<file path="src/rtl/collision_pair_scheduler_pkg.sv">
// Shared constants and state encoding for the per-frame collision pair scheduler.
// Pure declarations: no timing, no flow control.
package collision_pair_scheduler_pkg;

  localparam int NUM_BALLS   = 16;
  localparam int IDX_W       = $clog2(NUM_BALLS);
  localparam int NUM_PAIRS   = NUM_BALLS * (NUM_BALLS - 1) / 2;
  localparam int ACK_TIMEOUT = 255;

  typedef enum logic [1:0] {
    IDLE  = 2'd0,
    SCAN  = 2'd1,
    ISSUE = 2'd2,
    DONE  = 2'd3
  } sched_state_t;

endpackage

</file>
<file path="src/rtl/collision_pair_scheduler_if.sv">
// Hit-matrix input, resolver handshake and status outputs of the pair scheduler.
// master = scheduler side, slave = frame source / resolver side.
interface collision_pair_scheduler_if #(
  parameter int NUM_BALLS = collision_pair_scheduler_pkg::NUM_BALLS
);
  localparam int NUM_PAIRS = NUM_BALLS * (NUM_BALLS - 1) / 2;
  localparam int IDX_W     = $clog2(NUM_BALLS);

  logic                 frameStart;
  logic [NUM_PAIRS-1:0] hitPairs;
  logic                 resolveReq;
  logic [IDX_W-1:0]     resolveIdxA;
  logic [IDX_W-1:0]     resolveIdxB;
  logic                 resolveAck;
  logic                 busy;
  logic                 collisionOccurred;
  logic [7:0]           collisionCount;
  logic                 sweepOverrun;
  logic                 resolveTimeout;

  modport master (
    input  frameStart, hitPairs, resolveAck,
    output resolveReq, resolveIdxA, resolveIdxB, busy,
           collisionOccurred, collisionCount, sweepOverrun, resolveTimeout
  );

  modport slave (
    output frameStart, hitPairs, resolveAck,
    input  resolveReq, resolveIdxA, resolveIdxB, busy,
           collisionOccurred, collisionCount, sweepOverrun, resolveTimeout
  );

endinterface

</file>
<file path="src/rtl/collision_pair_scheduler_pair_index_counter.sv">
// Walks (a,b) pairs lexicographically with a<b and a linear pair number p; one pair per step.
// Outputs are registered; last flags the final pair (N-2,N-1).
module pair_index_counter #(
  parameter int NUM_BALLS = 16,
  parameter int IDX_W     = 4,
  parameter int P_W       = 7
) (
  input  logic             clk,
  input  logic             resetN,
  input  logic             clear,
  input  logic             step,
  output logic [IDX_W-1:0] a,
  output logic [IDX_W-1:0] b,
  output logic [P_W-1:0]   p,
  output logic             last
);

  localparam logic [IDX_W-1:0] MAX_IDX = IDX_W'(NUM_BALLS - 1);

  assign last = (b == MAX_IDX) && (a == MAX_IDX - IDX_W'(1));

  always_ff @(posedge clk or negedge resetN) begin
    if (!resetN) begin
      a <= '0;
      b <= IDX_W'(1);
      p <= '0;
    end else if (clear) begin
      a <= '0;
      b <= IDX_W'(1);
      p <= '0;
    end else if (step) begin
      p <= p + P_W'(1);
      // Row exhausted: the next row starts just above the new a.
      if (b == MAX_IDX) begin
        a <= a + IDX_W'(1);
        b <= a + IDX_W'(2);
      end else begin
        b <= b + IDX_W'(1);
      end
    end
  end

endmodule

</file>
<file path="src/rtl/collision_pair_scheduler.sv">
// Per-frame sweep of all ball pairs, serialising resolve requests for armed, touching pairs.
// Scan costs 1 cycle/pair; a pending pair holds resolveReq until ack or ACK_TIMEOUT.
module collision_pair_scheduler #(
  parameter int NUM_BALLS   = collision_pair_scheduler_pkg::NUM_BALLS,
  parameter int ACK_TIMEOUT = collision_pair_scheduler_pkg::ACK_TIMEOUT
) (
  input  logic                       clk,
  input  logic                       resetN,
  collision_pair_scheduler_if.master bus
);
  import collision_pair_scheduler_pkg::*;

  localparam int NUM_PAIRS = NUM_BALLS * (NUM_BALLS - 1) / 2;
  localparam int IDX_W     = $clog2(NUM_BALLS);
  localparam int P_W       = (NUM_PAIRS > 1) ? $clog2(NUM_PAIRS) : 1;
  localparam int WAIT_W    = $clog2(ACK_TIMEOUT + 1);

  sched_state_t         state, state_nxt;
  logic [NUM_PAIRS-1:0] armed, pending;
  logic [WAIT_W-1:0]    wait_cnt;
  logic [7:0]           count;
  logic [IDX_W-1:0]     idx_a, idx_b, pa, pb;
  logic [P_W-1:0]       pp;
  logic                 plast, pclear, pstep;
  logic                 accept, ack_hit, timeout_hit;
  logic                 occ_r, to_r, ovr_r;

  pair_index_counter #(
    .NUM_BALLS (NUM_BALLS),
    .IDX_W     (IDX_W),
    .P_W       (P_W)
  ) u_pair_idx (
    .clk    (clk),
    .resetN (resetN),
    .clear  (pclear),
    .step   (pstep),
    .a      (pa),
    .b      (pb),
    .p      (pp),
    .last   (plast)
  );

  always_ff @(posedge clk or negedge resetN) begin
    if (!resetN) state <= IDLE;
    else         state <= state_nxt;
  end

  always_comb begin
    state_nxt   = state;
    pclear      = 1'b0;
    pstep       = 1'b0;
    accept      = 1'b0;
    ack_hit     = 1'b0;
    timeout_hit = 1'b0;
    case (state)
      IDLE: begin
        if (bus.frameStart) begin
          accept    = 1'b1;
          pclear    = 1'b1;
          state_nxt = SCAN;
        end
      end
      SCAN: begin
        if (pending[pp]) begin
          state_nxt = ISSUE;
        end else begin
          pstep     = 1'b1;
          state_nxt = plast ? DONE : SCAN;
        end
      end
      ISSUE: begin
        // A late ack landing on the expiry cycle still counts as a resolution.
        if (bus.resolveAck) begin
          ack_hit   = 1'b1;
          pstep     = 1'b1;
          state_nxt = plast ? DONE : SCAN;
        end else if (wait_cnt == WAIT_W'(ACK_TIMEOUT)) begin
          timeout_hit = 1'b1;
          pstep       = 1'b1;
          state_nxt   = plast ? DONE : SCAN;
        end
      end
      DONE:    state_nxt = IDLE;
      default: state_nxt = IDLE;
    endcase
  end

  always_ff @(posedge clk or negedge resetN) begin
    if (!resetN) begin
      armed    <= '1;
      pending  <= '0;
      wait_cnt <= '0;
      count    <= '0;
      idx_a    <= '0;
      idx_b    <= '0;
      occ_r    <= 1'b0;
      to_r     <= 1'b0;
      ovr_r    <= 1'b0;
    end else begin
      occ_r <= ack_hit;
      to_r  <= timeout_hit;
      ovr_r <= bus.frameStart && (state != IDLE);
      // A pair that touches now is disarmed; only a non-touching frame re-arms it.
      if (accept) begin
        pending <= bus.hitPairs & armed;
        armed   <= ~bus.hitPairs;
        count   <= '0;
      end
      if (ack_hit || timeout_hit) pending[pp] <= 1'b0;
      if (ack_hit && (count != 8'hFF)) count <= count + 8'd1;
      if (state == SCAN && pending[pp]) begin
        idx_a    <= pa;
        idx_b    <= pb;
        wait_cnt <= '0;
      end else if (state == ISSUE && !ack_hit && !timeout_hit) begin
        wait_cnt <= wait_cnt + WAIT_W'(1);
      end
    end
  end

  // busy includes the accepting cycle so an empty sweep spans NUM_PAIRS+2 cycles.
  assign bus.busy              = (state != IDLE) || bus.frameStart;
  assign bus.resolveReq        = (state == ISSUE);
  assign bus.resolveIdxA       = idx_a;
  assign bus.resolveIdxB       = idx_b;
  assign bus.collisionOccurred = occ_r;
  assign bus.collisionCount    = count;
  assign bus.sweepOverrun      = ovr_r;
  assign bus.resolveTimeout    = to_r;

endmodule

</file>
<file path="src/flat_wrapper.sv">
// flat-port wrapper written by rule: the top's interface ports become plain ports
module collision_pair_scheduler_flat import collision_pair_scheduler_pkg::*;
#(
  parameter int NUM_BALLS   = collision_pair_scheduler_pkg::NUM_BALLS,
  parameter int ACK_TIMEOUT = collision_pair_scheduler_pkg::ACK_TIMEOUT
)
  (clk, resetN, bus_frameStart, bus_hitPairs, bus_resolveAck, bus_resolveReq, bus_resolveIdxA, bus_resolveIdxB, bus_busy, bus_collisionOccurred, bus_collisionCount, bus_sweepOverrun, bus_resolveTimeout);
  collision_pair_scheduler_if #(.NUM_BALLS(NUM_BALLS)) bus_i ();
  input  logic clk;
  input  logic resetN;
  input wire logic [$bits(bus_i.frameStart)-1:0] bus_frameStart;
  input wire logic [$bits(bus_i.hitPairs)-1:0] bus_hitPairs;
  input wire logic [$bits(bus_i.resolveAck)-1:0] bus_resolveAck;
  output wire logic [$bits(bus_i.resolveReq)-1:0] bus_resolveReq;
  output wire logic [$bits(bus_i.resolveIdxA)-1:0] bus_resolveIdxA;
  output wire logic [$bits(bus_i.resolveIdxB)-1:0] bus_resolveIdxB;
  output wire logic [$bits(bus_i.busy)-1:0] bus_busy;
  output wire logic [$bits(bus_i.collisionOccurred)-1:0] bus_collisionOccurred;
  output wire logic [$bits(bus_i.collisionCount)-1:0] bus_collisionCount;
  output wire logic [$bits(bus_i.sweepOverrun)-1:0] bus_sweepOverrun;
  output wire logic [$bits(bus_i.resolveTimeout)-1:0] bus_resolveTimeout;
  assign bus_i.frameStart = bus_frameStart;
  assign bus_i.hitPairs = bus_hitPairs;
  assign bus_i.resolveAck = bus_resolveAck;
  assign bus_resolveReq = bus_i.resolveReq;
  assign bus_resolveIdxA = bus_i.resolveIdxA;
  assign bus_resolveIdxB = bus_i.resolveIdxB;
  assign bus_busy = bus_i.busy;
  assign bus_collisionOccurred = bus_i.collisionOccurred;
  assign bus_collisionCount = bus_i.collisionCount;
  assign bus_sweepOverrun = bus_i.sweepOverrun;
  assign bus_resolveTimeout = bus_i.resolveTimeout;
  collision_pair_scheduler #(.NUM_BALLS(NUM_BALLS), .ACK_TIMEOUT(ACK_TIMEOUT)) u_core (.clk(clk), .resetN(resetN), .bus(bus_i));
endmodule
</file>
<file path="config.mk">
export PLATFORM = sky130hd
export DESIGN_NAME = collision_pair_scheduler_flat
export DESIGN_NICKNAME = d
export VERILOG_FILES = /design/src/rtl/collision_pair_scheduler_pkg.sv /design/src/rtl/collision_pair_scheduler_if.sv /design/src/rtl/collision_pair_scheduler_pair_index_counter.sv /design/src/rtl/collision_pair_scheduler.sv /design/src/flat_wrapper.sv
export SDC_FILE = /design/constraint.sdc
export NUM_CORES = 1
export LEC_CHECK = 0
export ABC_CLOCK_PERIOD_IN_PS = 3400
export CAP_MARGIN = 40
export CORE_ASPECT_RATIO = 0.75
export CORE_UTILIZATION = 45
export CTS_CLUSTER_DIAMETER = 120
export DETAILED_ROUTE_END_ITERATION = 8
export HOLD_SLACK_MARGIN = 0.05
export PLACE_DENSITY_LB_ADDON = 0.05
export SLEW_MARGIN = 30
export SYNTH_ARGS = -nofsm -noshare
export SYNTH_HDL_FRONTEND = slang
export SYNTH_HIERARCHICAL = 1
export SYNTH_SLANG_ARGS = --single-unit
export TNS_END_PERCENT = 100
</file>
<file path="constraint.sdc">
create_clock -name clk -period 3.4 [get_ports clk]
set_input_delay 0.34 -clock clk [delete_from_list [all_inputs] [get_ports clk]]
set_output_delay 0.34 -clock clk [all_outputs]
set_load 0.01 [all_outputs]
</file>
==> results.md <==
* Via/cell ratio at 5.554
* Design Area, Final at 0.01602 sq mm
* WP data arrival at 3.75 ns
* Sw Ratio at 20.80%
* Via count at 10047
* Clk Latency, worst-skew pair at 0.56 ns
* MaxCap Viol Count at 0
* Fin crit share at 96.28%
* Worst-margin pin slew at 0.7727 ns
* Worst clock skew at 0.02058 ns
* Port Buffers at 144
* Reg-to-Reg End: u_core/u_pair_idx/p[6]$_DFFE_PN0P_
* DRC Markers at 0
* Top post-synthesis cells by count: a21oi_1 (252), dfrtp_1 (163), nand2_1 (143)
* Vias in the first global route at 9838
* Gp weighted congestion at 0.8337
* Hpwl dp at 22930 um
* Crit path max fanout at 7
* CTS tree: yes
* Warning count from the yosys run at 6
* I/O pins at 145
* Maximum vdd drop at 0.3726 mV
* Crit path launch type: flop
* Final Max Slew Viols at 0
* EDFF count, synth at 0
* Distinct cells, synth at 59
* Final core occ at 57.25%
* CTS Buf Count at 29
* Leak at 7.247 nW
* Flop pwr share at 48.9%
* Synth top area share at 31.81%
* Flop2flop setup slack at 0.13 ns
* Initial DRC count at 954
* Diode count at 0
* Initial Util at 45.82%
* # rows at 53
* R2R cell count at 12
* Prevailing post-synth register cell: dfrtp_1
* Synth Register Bits at 284
* Internal power at 5.483 mW
* Synth area leaders: dfrtp_1 (32%), dfstp_2 (25%), a21oi_1 (9.8%), and3_1 (6.1%), mux4_2 (4.2%)
* Area added between synthesis and finish at 24.96%
* Worst Path Class, Setup: flop to flop
* Most common cell in the netlist: a21oi_1
* Synthesized area at 0.01282 sq mm
* Asr flop ratio synth at 100.0%
* Final Hold Viols at 0
* Fmax at 305.5 MHz
* Pre-CTS setup slack at -0.03636 ns
* Fin nets at 1535
* Die extent in x at 196.9 um
* Pwr/cell area at 432.1 mW/mm^2
* Critical Path Sink Type: flop
* CTS root buffer: clkbuf_16
* Post-route setup slack at 0.1265 ns
* Syn_nets at 1385
* Sequential area share after synthesis at 56.61%
* Initial antenna violation count at 0
* GRT Total Usage at 23.91%
* Required @ worst endpoint at 3.87 ns
* WL per Instance at 18.97 um
* Largest net degree at the start of global routing at 185
* Crit path launch: u_core/u_pair_idx/p[0]$_DFFE_PN0P_
* Final wirelength at 34310 um
* Final setup fails at 0
* Core box area at 0.02798 sq mm
* Cell count after synthesis at 1251
* Total power at 6.922 mW
* CTS Sinks at 284
* Clk pwr share at 47.6%
* Relative slew slack at 48.49%
* Reg-to-reg startpoint: u_core/u_pair_idx/p[0]$_DFFE_PN0P_
* First-pass GRT wire length at 55300 um
* Outcome: completed
* Combinational share of power at 3.5%
* Share of layout cells above drive strength 1 at 18.61%
* Total grt overflow at 0
* Clock Path Buffers at 3
* First-pass iteration count of the detailed router at 5
* Fin crit period at 3.274 ns
* Cell taking the most area after synthesis: dfrtp_1
* DIE AREA at 0.02918 sq mm
* P_sw at 1.440 mW
* ANT nets after route at 0
* Min-Delay Path Class: primary input to flop
* Mapped Avg Cell Area at 10.25 sq um
* Placed Area at 0.01488 sq mm
* Htree depth at 1
* Clk slew on worst S/H paths at 0.06 ns
* Die Ht at 148.2 um
* Final setup TNS at 0 ns
* Worst Setup EP: u_core/u_pair_idx/p[6]$_DFFE_PN0P_
* Unrepaired setup endpoints after global routing: no
critical path, stage by stage, from the launching register on:
cell	delay [ns]
dfrtp_2	0.42
buf_12	0.15
buf_4	0.13
mux4_2	0.49
mux2i_1	0.16
a32oi_1	0.07
o211a_1	0.20
or4_4	0.58
a21boi_4	0.17
buf_4	0.15
nand4_1	0.11
or3_1	0.37
a21oi_1	0.17
cell type report:
class | instances | area (sq um)
clock buffer | 41 | 810.8
clock inverter | 13 | 167.7
fill | 2450 | 11960
inverter | 12 | 50.05
multi-input combinational | 874 | 5225
sequential | 284 | 7261
tap | 385 | 481.7
timing repair buffer | 200 | 2026
through the flow:
step | std cells | hold WS, ns
2_1_floorplan | 1251 | 0.04441
3_3_place_gp | 1743 | 0.4493
3_5_place_dp | 1745 | 0.4503
4_1_cts | 1802 | 0.3162
5_1_grt | 1809 | 0.3299
6_report | 1809 | 0.3332
cells in the final DEF, fill, tap and decap left out, drive strengths merged, types with 9 or more instances in the layout:
master	count
buf	55
nor3	12
nor2	44
mux2i	16
dfstp	121
clkdlybuf4s50	143
nand3	13
mux4	24
clkinv	9
ha	10
clkbuf	41
nand2	143
a21oi	252
xor2	9
mux2	10
dfrtp	163
inv	11
o21ai	137
and3	125
power groups by stage:
stage / clock network (mW) / registers (mW) / logic [mW]
3_3_place_gp: 0 / 3.44 / 0.248
4_1_cts: 3.37 / 3.39 / 0.250
2_1_floorplan: 0 / 3.45 / 0.00115
3_5_place_dp: 0 / 3.44 / 0.247
5_1_grt: 3.51 / 3.39 / 0.267
6_report: 3.29 / 3.39 / 0.242
logic make-up (layout without fill, tap and decap cells):
kind of cell | Yosys count | count (layout) | share of synthesized area (%)
AND/OR/NAND/NOR | 378 | 378 | 14.84
buffers and inverters | 93 | 266 | 2.986
XOR/XNOR | 13 | 13 | 0.8881
multiplexers | 50 | 50 | 6.402
AO/OA/AOI/OAI | 423 | 423 | 17.29
flip-flops | 284 | 284 | 56.61
adder cells (fa/ha/maj) | 10 | 10 | 0.9759
routing by layer:
metal  part of all wire [%]  GRT usage [%]  vias up
met5                      0              0        -
met4                    1.3          3.682        0
met3                    5.2          3.220       30
met2                     43          34.93      265
met1                     50          38.25     4929
li1                       -              -     4823
repair_timing:
action | 4_1_cts | 5_1_grt
setup buffers | 1 | 6
pin swaps | 0 | 4
resized for setup | 2 | 9
hold endpoints to repair | 50 | 0
hold buffers | 1 | 0
cloned | 1 | 0
endpoints found under the setup margin | 3 | 7
state kept, by name, indices dropped and copies added, names as in the netlist, 2 cells and up:
signal	cells
u_core/armed	120
u_core/bus.collisionCount	8
u_core/bus.resolveIdxA	4
u_core/bus.resolveIdxB	4
u_core/pending	120
u_core/state	2
u_core/u_pair_idx/a	4
u_core/u_pair_idx/b	4
u_core/u_pair_idx/p	7
u_core/wait_cnt	8
worst min-delay path by stage:
| stage | slack [ns] | to | cells past startpoint | startpoint |
|---|---|---|---|---|
| after global placement | 0.45 | u_core/pending[33]$_DFF_PN0_ | 1 | resetN |
| after global routing | 0.33 | u_core/armed[65]$_DFFE_PN1P_ | 2 | bus_hitPairs[65] |
| after CTS | 0.32 | u_core/armed[47]$_DFFE_PN1P_ | 2 | bus_hitPairs[47] |
| after detailed placement | 0.45 | u_core/pending[37]$_DFF_PN0_ | 1 | resetN |
| final | 0.33 | u_core/armed[82]$_DFFE_PN1P_ | 2 | bus_hitPairs[82] |
| after floorplan | 0.04 | u_core/bus.collisionCount[0]$_DFFE_PN0P_ | 0 | resetN |
Power figures use the tool's default switching activity.
